--- config.mk ---
export PLATFORM = sky130hd
export DESIGN_NAME = chain_cmd_master
export DESIGN_NICKNAME = d
export VERILOG_FILES = /design/src/rtl/chain_cmd_master.sv
export SDC_FILE = /design/constraint.sdc
export NUM_CORES = 1
export LEC_CHECK = 0
export BUFFER_PORTS_ARGS = -buffer_cell sky130_fd_sc_hd__buf_4
export CORE_MARGIN = 2
export CORE_UTILIZATION = 30
export DETAILED_ROUTE_END_ITERATION = 16
export PLACE_DENSITY_LB_ADDON = 0.15
export RECOVER_POWER = 100
export SLEW_MARGIN = 20
export SYNTH_ARGS = -nofsm -noshare
export SYNTH_HDL_FRONTEND = slang
export SYNTH_SLANG_ARGS = --single-unit
--- constraint.sdc ---
create_clock -name clock -period 2.7 [get_ports clock]
set_clock_uncertainty 0.15 [all_clocks]
set_input_delay 0.27 -clock clock [delete_from_list [all_inputs] [get_ports clock]]
set_output_delay 0.27 -clock clock [all_outputs]
set_load 0.01 [all_outputs]
--- src/rtl/chain_cmd_master.sv ---
// rtl/chain_cmd_master.sv - head-end command issuer and telemetry matcher for the board chain
module chain_cmd_master #(
   parameter int TARGET_W    = 8,
   parameter int PAYLOAD_W   = 16,
   parameter int NBOARDS     = 16,
   parameter int TIMEOUT_CYC = 65536
) (
   input  logic                          clock,
   input  logic                          reset,
   input  logic                          req_val,
   output logic                          req_rdy,
   input  logic [TARGET_W-1:0]           req_target,
   input  logic [PAYLOAD_W-1:0]          req_payload,
   output logic [TARGET_W+PAYLOAD_W-1:0] cmd_out,
   output logic                          cmd_wr,
   input  logic                          tx_rdy,
   input  logic [TARGET_W+PAYLOAD_W-1:0] tlm_in,
   input  logic                          tlm_val,
   output logic                          rsp_val,
   input  logic                          rsp_rdy,
   output logic [1:0]                    rsp_status,
   output logic [PAYLOAD_W-1:0]          rsp_payload,
   output logic                          evt_val,
   output logic [TARGET_W+PAYLOAD_W-1:0] evt_data,
   output logic [15:0]                   cnt_timeout,
   output logic [15:0]                   cnt_unsol
);
   localparam int CMD_W = TARGET_W + PAYLOAD_W;
   localparam int TMR_W = $clog2(TIMEOUT_CYC);
   localparam logic [TARGET_W:0] NB_LIM   = (TARGET_W+1)'(NBOARDS);
   localparam logic [TMR_W-1:0]  TMR_LAST = TMR_W'(TIMEOUT_CYC - 1);

   typedef enum logic [1:0] {S_IDLE, S_SEND, S_WAIT, S_RSP} state_t;

   state_t               state_q, state_d;
   logic [TARGET_W-1:0]  tgt_q, tgt_d;
   logic [PAYLOAD_W-1:0] pay_q, pay_d;
   logic [TMR_W-1:0]     timer_q, timer_d;
   logic [1:0]           status_q, status_d;
   logic [PAYLOAD_W-1:0] rpay_q, rpay_d;
   logic [15:0]          cnt_to_q, cnt_to_d;
   logic [15:0]          cnt_un_q, cnt_un_d;
   logic                 evt_val_q, evt_val_d;
   logic [CMD_W-1:0]     evt_data_q, evt_data_d;
   logic                 match;

   always_comb begin
      state_d    = state_q;
      tgt_d      = tgt_q;
      pay_d      = pay_q;
      timer_d    = timer_q;
      status_d   = status_q;
      rpay_d     = rpay_q;
      cnt_to_d   = cnt_to_q;
      cnt_un_d   = cnt_un_q;
      evt_val_d  = 1'b0;
      evt_data_d = evt_data_q;
      match      = 1'b0;
      req_rdy    = 1'b0;
      cmd_wr     = 1'b0;
      rsp_val    = 1'b0;
      case (state_q)
         S_IDLE: begin
            req_rdy = 1'b1;
            if (req_val) begin
               tgt_d = req_target;
               pay_d = req_payload;
               if ({1'b0, req_target} >= NB_LIM) begin
                  status_d = 2'd2;
                  rpay_d   = '0;
                  state_d  = S_RSP;
               end else begin
                  state_d = S_SEND;
               end
            end
         end
         S_SEND: begin
            if (tx_rdy) begin
               cmd_wr  = 1'b1;
               timer_d = '0;
               state_d = S_WAIT;
            end
         end
         S_WAIT: begin
            timer_d = timer_q + TMR_W'(1);
            // A match in the expiry cycle still counts as a good response.
            if (tlm_val && (tlm_in[CMD_W-1 -: TARGET_W] == tgt_q)) begin
               match    = 1'b1;
               rpay_d   = tlm_in[PAYLOAD_W-1:0];
               status_d = 2'd0;
               state_d  = S_RSP;
            end else if (timer_q == TMR_LAST) begin
               rpay_d   = '0;
               status_d = 2'd1;
               if (cnt_to_q != 16'hFFFF) cnt_to_d = cnt_to_q + 16'd1;
               state_d  = S_RSP;
            end
         end
         S_RSP: begin
            rsp_val = 1'b1;
            if (rsp_rdy) state_d = S_IDLE;
         end
         default: state_d = S_IDLE;
      endcase
      if (tlm_val && !match) begin
         evt_val_d  = 1'b1;
         evt_data_d = tlm_in;
         if (cnt_un_q != 16'hFFFF) cnt_un_d = cnt_un_q + 16'd1;
      end
   end

   always_ff @(posedge clock) begin
      if (reset) begin
         state_q    <= S_IDLE;
         tgt_q      <= '0;
         pay_q      <= '0;
         timer_q    <= '0;
         status_q   <= '0;
         rpay_q     <= '0;
         cnt_to_q   <= '0;
         cnt_un_q   <= '0;
         evt_val_q  <= 1'b0;
         evt_data_q <= '0;
      end else begin
         state_q    <= state_d;
         tgt_q      <= tgt_d;
         pay_q      <= pay_d;
         timer_q    <= timer_d;
         status_q   <= status_d;
         rpay_q     <= rpay_d;
         cnt_to_q   <= cnt_to_d;
         cnt_un_q   <= cnt_un_d;
         evt_val_q  <= evt_val_d;
         evt_data_q <= evt_data_d;
      end
   end

   assign cmd_out     = {tgt_q, pay_q};
   assign rsp_status  = status_q;
   assign rsp_payload = rpay_q;
   assign evt_val     = evt_val_q;
   assign evt_data    = evt_data_q;
   assign cnt_timeout = cnt_to_q;
   assign cnt_unsol   = cnt_un_q;
endmodule

==> results.md, run 1 <==
- The maximum count of clock buffers along a single path is 2.
- The leakage power is 2.83 nW.
- The final setup violation count is 0.
- Entering global routing, the biggest net connects 48 pins.
- The cell at the root of the clock tree is sky130_fd_sc_hd__clkbuf_16.
- The share of synthesized flip-flops with an asynchronous set or reset is 0%.
- The transition at the pin with the smallest max-transition slack is 0.822 ns.
- The internal power of the cells totals 0.00382 W.
- The starting DRC count in detailed routing is 263.
- Setup repair after global routing left no endpoint under its margin.
- The post-synth net total is 664.
- Final hold analysis gives a worst-case slack of 0.0874 ns.
- After clock tree synthesis, the setup repair step added 0 buffers.
- Along the worst hold path, the cell count comes to 2.
- The highest metal layer carrying signal wires in the routed design is met4.
- The vias per cell is 4.90.
- The final critical-path required period is 2.53 ns.
- The initial antenna violation count came to 0.
- The post-route clock period utilization is 93.7%.
- In this run the critical register-to-register path is launched from timer_q[0].
- The most frequently used cell type in the post-synthesis netlist is sky130_fd_sc_hd__dfxtp_1.
- The number of buffer and inverter instances along the worst setup path is 0.
- The number of levels the H-tree was split into is 4.
- The post-synthesis instance total is 603.
- The first TritonRoute pass finished after 4 iterations.
- The run finished with clean final reports.
- The worst min-delay path category is input pin to flip-flop.
- Counting cells, the worst reg-to-reg path comes to 6.
- The number of warning messages in the yosys log is 0.
- The area growth from synthesis to layout is 40.3%.
- The share of total power in combinational logic is 18.9%.
- The clock net sink count is 117.
- In this run the count of I/O pins placed on the die edge is 156.
- Summed over all layers, the routed wires come to 15000 um.
- In the detailed route, the total length drawn on met2 is 7370 um.
- The final count of hold timing violations is 0.
- The area of the core region is 17200 sq um.
- The number of rows created at floorplan is 48.
- The analysis attributes to net switching a power of 0.00144 W.
- The worst voltage drop across the vdd grid is 445 uV.
- The wire-length estimate of the detail-placed layout is 10600 um.
- Dividing the detail-routed wire length by the instance count gives 14.4 um.
- The number of resized instances in the post-cts repair step is 0.
- The kind of start point of the critical path is a flip-flop.
- In this run the remaining antenna-violating nets after routing total 0.
- The wire length of the first global-routing pass is 23700 um.
- The sequential share of power is 36.5%.
- The clock transition at the register clock pins on the worst setup and hold paths after CTS is 0.06 ns.
- The count of antenna diodes in the layout is 0.
- The utilization after layout is 42.7%.
- The capture endpoint of the worst hold path is timer_q[0].
- The net switching share of the total power is 27.4%.
- In this run the register-to-register setup slack is 0.17 ns.
- The total via count in the routed design is 5085.
- The number of placed instances, taps included is 958.
- The cell family contributing the most delay on the critical path is simple AND/OR/NAND/NOR gates.
- The total negative slack is 0 ns.
- The achievable frequency is 395 MHz.
- Sequential elements use 44.8% of the synthesized area.
- The die outline area is 18500 sq um.
- The insertion delay to the later sink of the worst-skew pair is 0.41 ns.
- The starting density of the core is 30.4%.
- The clock network fraction of total power is 44.6%.
- The power density over the cells is 717 nW/um^2.
- The count of cell types in the netlist is 51.
- The largest total area in the synthesized netlist belongs to sky130_fd_sc_hd__dfxtp_1.
- Summed over all layers, the global routing overflow is 0.
- In this run the horizontal extent of the chip is 136 um.
- Yosys mapped a number of flops with a built-in enable equal to 0.
- Synthesis inferred 117 register bits.
- The max-capacitance violation count is 0.
- The kind of end point of the critical path is a flip-flop.
- The source of the worst hold timing path is reset.
- By area the synthesized netlist is led by sky130_fd_sc_hd__dfxtp_1 45%, sky130_fd_sc_hd__mux2i_1 8.2%, sky130_fd_sc_hd__nand2_1 5.7%, sky130_fd_sc_hd__a21oi_1 4.4%, sky130_fd_sc_hd__nor2_1 4.3%.
- In the final layout, the share of cells above drive strength 1 is 13.9%.
- Data on the critical path arrives at its endpoint at 2.68 ns.
- The data required time of the worst path is 2.85 ns.
- The endpoint identified for the worst register-to-register timing path is cnt_timeout[5].
- The most used flip-flop cell after synthesis is sky130_fd_sc_hd__dfxtp_1.
- The global placer's final weighted congestion is 0.770.
- In this run, CTS created clock tree buffers numbering 17.
- Wire segments on met3 add up to 784 um in the final route.
- The type of the setup path with the least slack is flip-flop to flip-flop.
- The signal on the critical path passes through ha_1 -> nand3_1 -> nor4_4 -> o21ai_0 -> or4_1 -> mux2_1.
- From bottom edge to top edge, the die measures 136 um.
- Dividing the synthesized area by the synthesized cell count gives 8.67 sq um.
- The largest single stage delay on the critical path is 0.51 ns.
- In the final routing, the length of wire on met1 measures 6510 um.
- The area share of the largest cell type after synthesis is 44.8%.
- The combined global-route utilization of all metal layers is 16.2%.
- Headroom to the max-slew limit came out at 45.1%.
- The CTS tree is yes.
- By count the netlist is led by 117 x sky130_fd_sc_hd__dfxtp_1, 80 x sky130_fd_sc_hd__nand2_1, 60 x sky130_fd_sc_hd__nor2_1.
- The area of the mapped netlist is 5230 sq um.
- The number of buffer cells added on primary ports is 155.
- The final net count is 861.
- The max-slew violation count was 0.
- The via count of the first global-routing pass is 4797.
- The maximum fanout along the worst path is 6.
- Once layout is complete, the cells apart from fillers number 1038.
- After detailed routing, the number of remaining DRC violations is 0.
- The cell with the biggest individual delay on the critical path is sky130_fd_sc_hd__or4_1.
[kinds of logic after synthesis]
logic type / share of synthesized area [%]
buf+inv: 4.19
flops: 44.8
compound gates: 10.8
mux: 10.6
fa+ha+maj: 1.67
simple gates: 24.9
xor+xnor: 3.01
[worst reg2reg max path, stage by stage (launching register included)]
cell and delay, ns:
sky130_fd_sc_hd__dfxtp_1 0.38, sky130_fd_sc_hd__ha_1 0.22, sky130_fd_sc_hd__nand3_1 0.16, sky130_fd_sc_hd__nor4_4 0.49
sky130_fd_sc_hd__o21ai_0 0.20, sky130_fd_sc_hd__or4_1 0.51, sky130_fd_sc_hd__mux2_1 0.32
[cell type report]
type | count | area [sq um]
multi-input combinational | 432 | 2670
timing repair buffer | 217 | 1370
inverter | 15 | 56.3
fill | 1830 | 9840
tap | 225 | 282
clock inverter | 8 | 120
sequential | 117 | 2340
clock buffer | 24 | 502
[flip-flops by register name, indices dropped and copies added, names as in the netlist, 2 cells and up]
name / flops
timer_q: 16
tgt_q: 8
pay_q: 16
cnt_unsol: 16
evt_data: 24
rsp_payload: 16
cnt_timeout: 16
state_q: 2
rsp_status: 2
[power groups by stage]
stage	Clock (W)	Sequential [W]	Combinational (W)
after floorplan	0	0.00199	0.000582
after global placement	0	0.00195	0.00101
after detailed placement	0	0.00196	0.00103
after CTS	0.00240	0.00192	0.00109
after global routing	0.00249	0.00193	0.00110
final	0.00235	0.00192	0.000992
[placed cells by master, fill, tap and decap left out, drive strengths merged, types with 11 or more instances in the layout]
master | synthesis | final
a21oi | 46 | 46
o21ai | 11 | 11
buf | 14 | 64
nor2 | 60 | 60
nand3 | 35 | 35
dlygate4sd3 | 0 | 48
nor4 | 12 | 12
clkbuf | 25 | 129
inv | 14 | 14
nand2 | 80 | 80
mux2 | 11 | 11
mux2i | 43 | 43
o31ai | 14 | 14
nand4 | 11 | 11
or3 | 12 | 12
dfxtp | 117 | 117
or4 | 16 | 16
[through the flow]
step,worst slack (ns),instance area [sq um],power (W)
after floorplan,0.420,5230,0.00257
after CTS,0.161,7740,0.00541
after detailed placement,0.201,6630,0.00298
after global placement,0.365,6630,0.00296
final,0.171,7340,0.00526
after global routing,0.0340,7340,0.00552
[layer usage]
layer / up-vias / global-route usage [%]
li1: 2513 / -
met1: 2414 / 19.6
met2: 130 / 26.3
met3: 28 / 5.56
met4: 0 / 6.25
met5: - / 0
[worst max path at each step]
stage,start,end,cells past startpoint
after floorplan,state_q[0],cnt_unsol[11],8
after global placement,timer_q[0],cnt_timeout[5],6
after detailed placement,timer_q[0],cnt_timeout[13],6
after CTS,timer_q[0],cnt_timeout[13],6
after global routing,timer_q[0],cnt_timeout[5],6
final,timer_q[0],cnt_timeout[5],6
[what timing repair did]
action,4_1_cts,5_1_grt
endpoints found under the setup margin,0,0
hold buffers,48,0
hold endpoints to repair,64,0
Note: power is estimated with default switching activity, not from simulation.
==> inputs of run 2 (changes only) <==
--- a/config.mk
+++ b/config.mk
@@ -9,7 +9,7 @@
 export CORE_MARGIN = 2
 export CORE_UTILIZATION = 30
 export DETAILED_ROUTE_END_ITERATION = 16
-export PLACE_DENSITY_LB_ADDON = 0.15
+export PLACE_DENSITY = 0.62
 export RECOVER_POWER = 100
 export SLEW_MARGIN = 20
 export SYNTH_ARGS = -nofsm -noshare
==> results.md, run 2 (synthesis gave the netlist of run 1 again) <==
- Status: complete, no violations (unchanged).
- The worst voltage drop across the vdd grid is 452 uV (was 445 uV).
- The final net count is 862 (was 861).
- The final instance area is 7340 sq um (about the same).
- The met3 layer usage reported by global route was 4.47% (was 5.56%).
- The standard cell area after detailed placement was 6640 sq um (was 6630 sq um).
- The count of boundary I/O pins came to 156 (unchanged).
- The final count of hold timing violations is 0 (unchanged).
- The routed wire length per instance came to 14.5 um (was 14.4 um).
- The pin count of the biggest net entering global routing is 52 (was 48).
- The number of resized instances in the post-cts repair step is 0 (unchanged).
- The ratio of cells with drive above 1 in the final layout is 14.1% (was 13.9%).
- The kind of start point of the critical path is an input pin (was flip-flop).
- The transition at the pin with the smallest max-transition slack was 1.01 ns (was 0.822 ns).
- The signal arrival time at the worst endpoint is 2.68 ns (about the same).
- The number of placed instances, taps included is 959 (was 958).
- The combined global-route utilization of all metal layers is 16.3% (was 16.2%).
- The global placer's final weighted congestion is 0.766 (was 0.770).
- The power density over the cells is 720 nW/um^2 (was 717 nW/um^2).
- The worst reg-to-reg path cell count was 7 (was 6).
- The horizontal extent of the die is 136 um (unchanged).
- The wire length of the first global-routing pass is 24000 um (was 23700 um).
- The launch point of the critical path is req_target[4] (was timer_q[0]).
- The max-capacitance violation count is 0 (unchanged).
- The final critical-path required period was 2.49 ns (was 2.53 ns).
- The count of antenna-violating nets left after detailed routing came to 0 (unchanged).
- The end of the worst register-to-register path is cnt_unsol[11] (was cnt_timeout[5]).
- The clock net sink count is 117 (unchanged).
- Unrepaired setup endpoints after global routing: false (unchanged).
- The total wire length after detailed routing is 15100 um (was 15000 um).
- The startpoint of the most critical register-to-register path was state_q[0] (was timer_q[0]).
- The number of levels the H-tree was split into is 4 (unchanged).
- The area added between synthesis and finish is 40.4% (was 40.3%).
- The vertical die dimension came to 136 um (unchanged).
- The final setup violation count is 0 (unchanged).
- The data required time of the worst path is 2.89 ns (was 2.85 ns).
- The leakage power is 2.84 nW (was 2.83 nW).
- The fill cell instance count of the final layout is 1797 (was 1830).
- The starting DRC count in detailed routing was 288 (was 263).
- The die outline area was 18500 sq um (unchanged).
- The starting density of the core is 30.4% (unchanged).
- The worst slew slack as a fraction of its limit is 32.9% (was 45.1%).
- The fraction of met2 tracks used by global routing is 26.0% (was 26.3%).
- The CTS tree is yes (unchanged).
- The total via count in the routed design is 4961 (was 5085).
- The maximum fanout along the worst path is 17 (was 6).
- The length of the first detailed-routing pass in iterations came to 7 (was 4).
- Commonest cells after routing, fill and taps aside: 117 x sky130_fd_sc_hd__dfxtp_1, 105 x sky130_fd_sc_hd__clkbuf_1, 80 x sky130_fd_sc_hd__nand2_1 (was 117 x sky130_fd_sc_hd__dfxtp_1, 106 x sky130_fd_sc_hd__clkbuf_1, 80 x sky130_fd_sc_hd__nand2_1).
- The final instance count without filler cells is 1039 (was 1038).
- The detailed-placement wirelength estimate is 10200 um (was 10600 um).
- The sum of overflow across all layers after global routing is 0 (unchanged).
- The worst min-delay path category is input pin to flip-flop (unchanged).
- The maximum count of clock buffers along a single path is 2 (unchanged).
- The max-slew violation count is 0 (unchanged).
- The critical path capture point is rsp_payload[1] (was cnt_timeout[5]).
- The number of buffer cells added on primary ports is 155 (unchanged).
- The slack of the worst reg-to-reg path came to 0.29 ns (was 0.17 ns).
- The via count of the first global-routing pass is 4778 (was 4797).
- The area of the core region is 17200 sq um (unchanged).
- The post-route clock period utilization is 92.2% (was 93.7%).
- The type of the setup path with the least slack is input pin to flip-flop (was flip-flop to flip-flop).
- The cell at the root of the clock tree was sky130_fd_sc_hd__clkbuf_16 (unchanged).
- The global routing usage on met1 is 20.8% (was 19.6%).
- The total negative slack is 0 ns (unchanged).
- The most common cell after layout, fill and taps aside is sky130_fd_sc_hd__dfxtp_1 (unchanged).
- The vias per cell is 4.77 (was 4.90).
- The kind of end point of the critical path is a flip-flop (unchanged).
- The layer with the highest usage is met2 (unchanged).
- The achievable frequency is 402 MHz (was 395 MHz).
- The number of rows created at floorplan is 48 (unchanged).
- The insertion delay to the later sink of the worst-skew pair is 0.42 ns (was 0.41 ns).
- The number of flip-flops in the largest register is 24 (unchanged).
- The post-detailed-route DRC marker count is 0 (unchanged).
- The TritonCTS buffer count is 17 (unchanged).
- The minimum hold slack is 0.0281 ns (was 0.0874 ns).
- The initial antenna violation count is 0 (unchanged).
- The count of antenna diodes in the layout came to 0 (unchanged).
- The clock transition at the register clock pins on the worst setup and hold paths after CTS came to 0.06 ns (about the same).
-- run 2: where the power goes --
| group | leakage, nW | total (W) | switching [W] | internal [W] |
|---|---|---|---|---|
| clock network | 0.307 | 0.00238 | 0.000815 | 0.00157 |
| registers | 0.952 | 0.00192 | 0.0000749 | 0.00184 |
| logic | 1.58 | 0.000990 | 0.000589 | 0.000401 |
| total | 2.84 | 0.00529 | 0.00148 | 0.00381 |
-- run 2: through the flow --
step | utilization [%] | power [W] | worst slack, ns
after global placement | 38.7 | 0.00298 | 0.357
after detailed placement | 38.7 | 0.00299 | 0.298
after global routing | 42.8 | 0.00554 | 0.0683
final | 42.8 | 0.00529 | 0.209
after CTS | 45.1 | 0.00544 | 0.272
after floorplan | - | 0.00257 | 0.420
-- run 2: timing repair --
action | in CTS | in global routing
hold buffers | 48 | 0
buffers inserted | 0 | 0
setup endpoints to repair | 0 | 0
endpoints found under the hold margin | 64 | 0
-- run 2: how the worst min path moves through the flow --
stage                         from         endpoint  slack (ns)  cells past startpoint
floorplan           req_payload[0]         pay_q[0]        0.26                      2
global placement          pay_q[6]         pay_q[6]        0.29                      2
detailed placement       pay_q[15]        pay_q[15]        0.30                      2
CTS                          reset   cnt_timeout[3]        0.03                      2
global route                 reset  cnt_timeout[10]        0.04                      2
finish                       reset  cnt_timeout[10]        0.03                      2
-- run 2: critical path: stages --
cell                            delay [ns]
sky130_fd_sc_hd__dlygate4sd3_1        0.54
sky130_fd_sc_hd__clkbuf_1             0.12
sky130_fd_sc_hd__or4_1                0.56
sky130_fd_sc_hd__a22oi_1              0.23
sky130_fd_sc_hd__o21bai_1             0.18
sky130_fd_sc_hd__buf_2                0.52
sky130_fd_sc_hd__mux2i_1              0.25
-- run 2: area by class of cell --
class                      instances  area [sq um]  area share [%]
multi-input combinational        432          2670            36.3
inverter                          15          56.3           0.767
clock buffer                      19           443            6.03
sequential                       117          2340            31.9
clock inverter                    13           179            2.44
timing repair buffer             218          1370            18.7
tap                              225           282            3.83
-- run 2: metal layers --
metal	part of all wire (%)	vias up	routed length, um
li1	-	2519	-
met1	45	2288	6800
met2	48	138	7190
met3	5.6	16	841
met4	1.5	0	219
met5	0	-	0
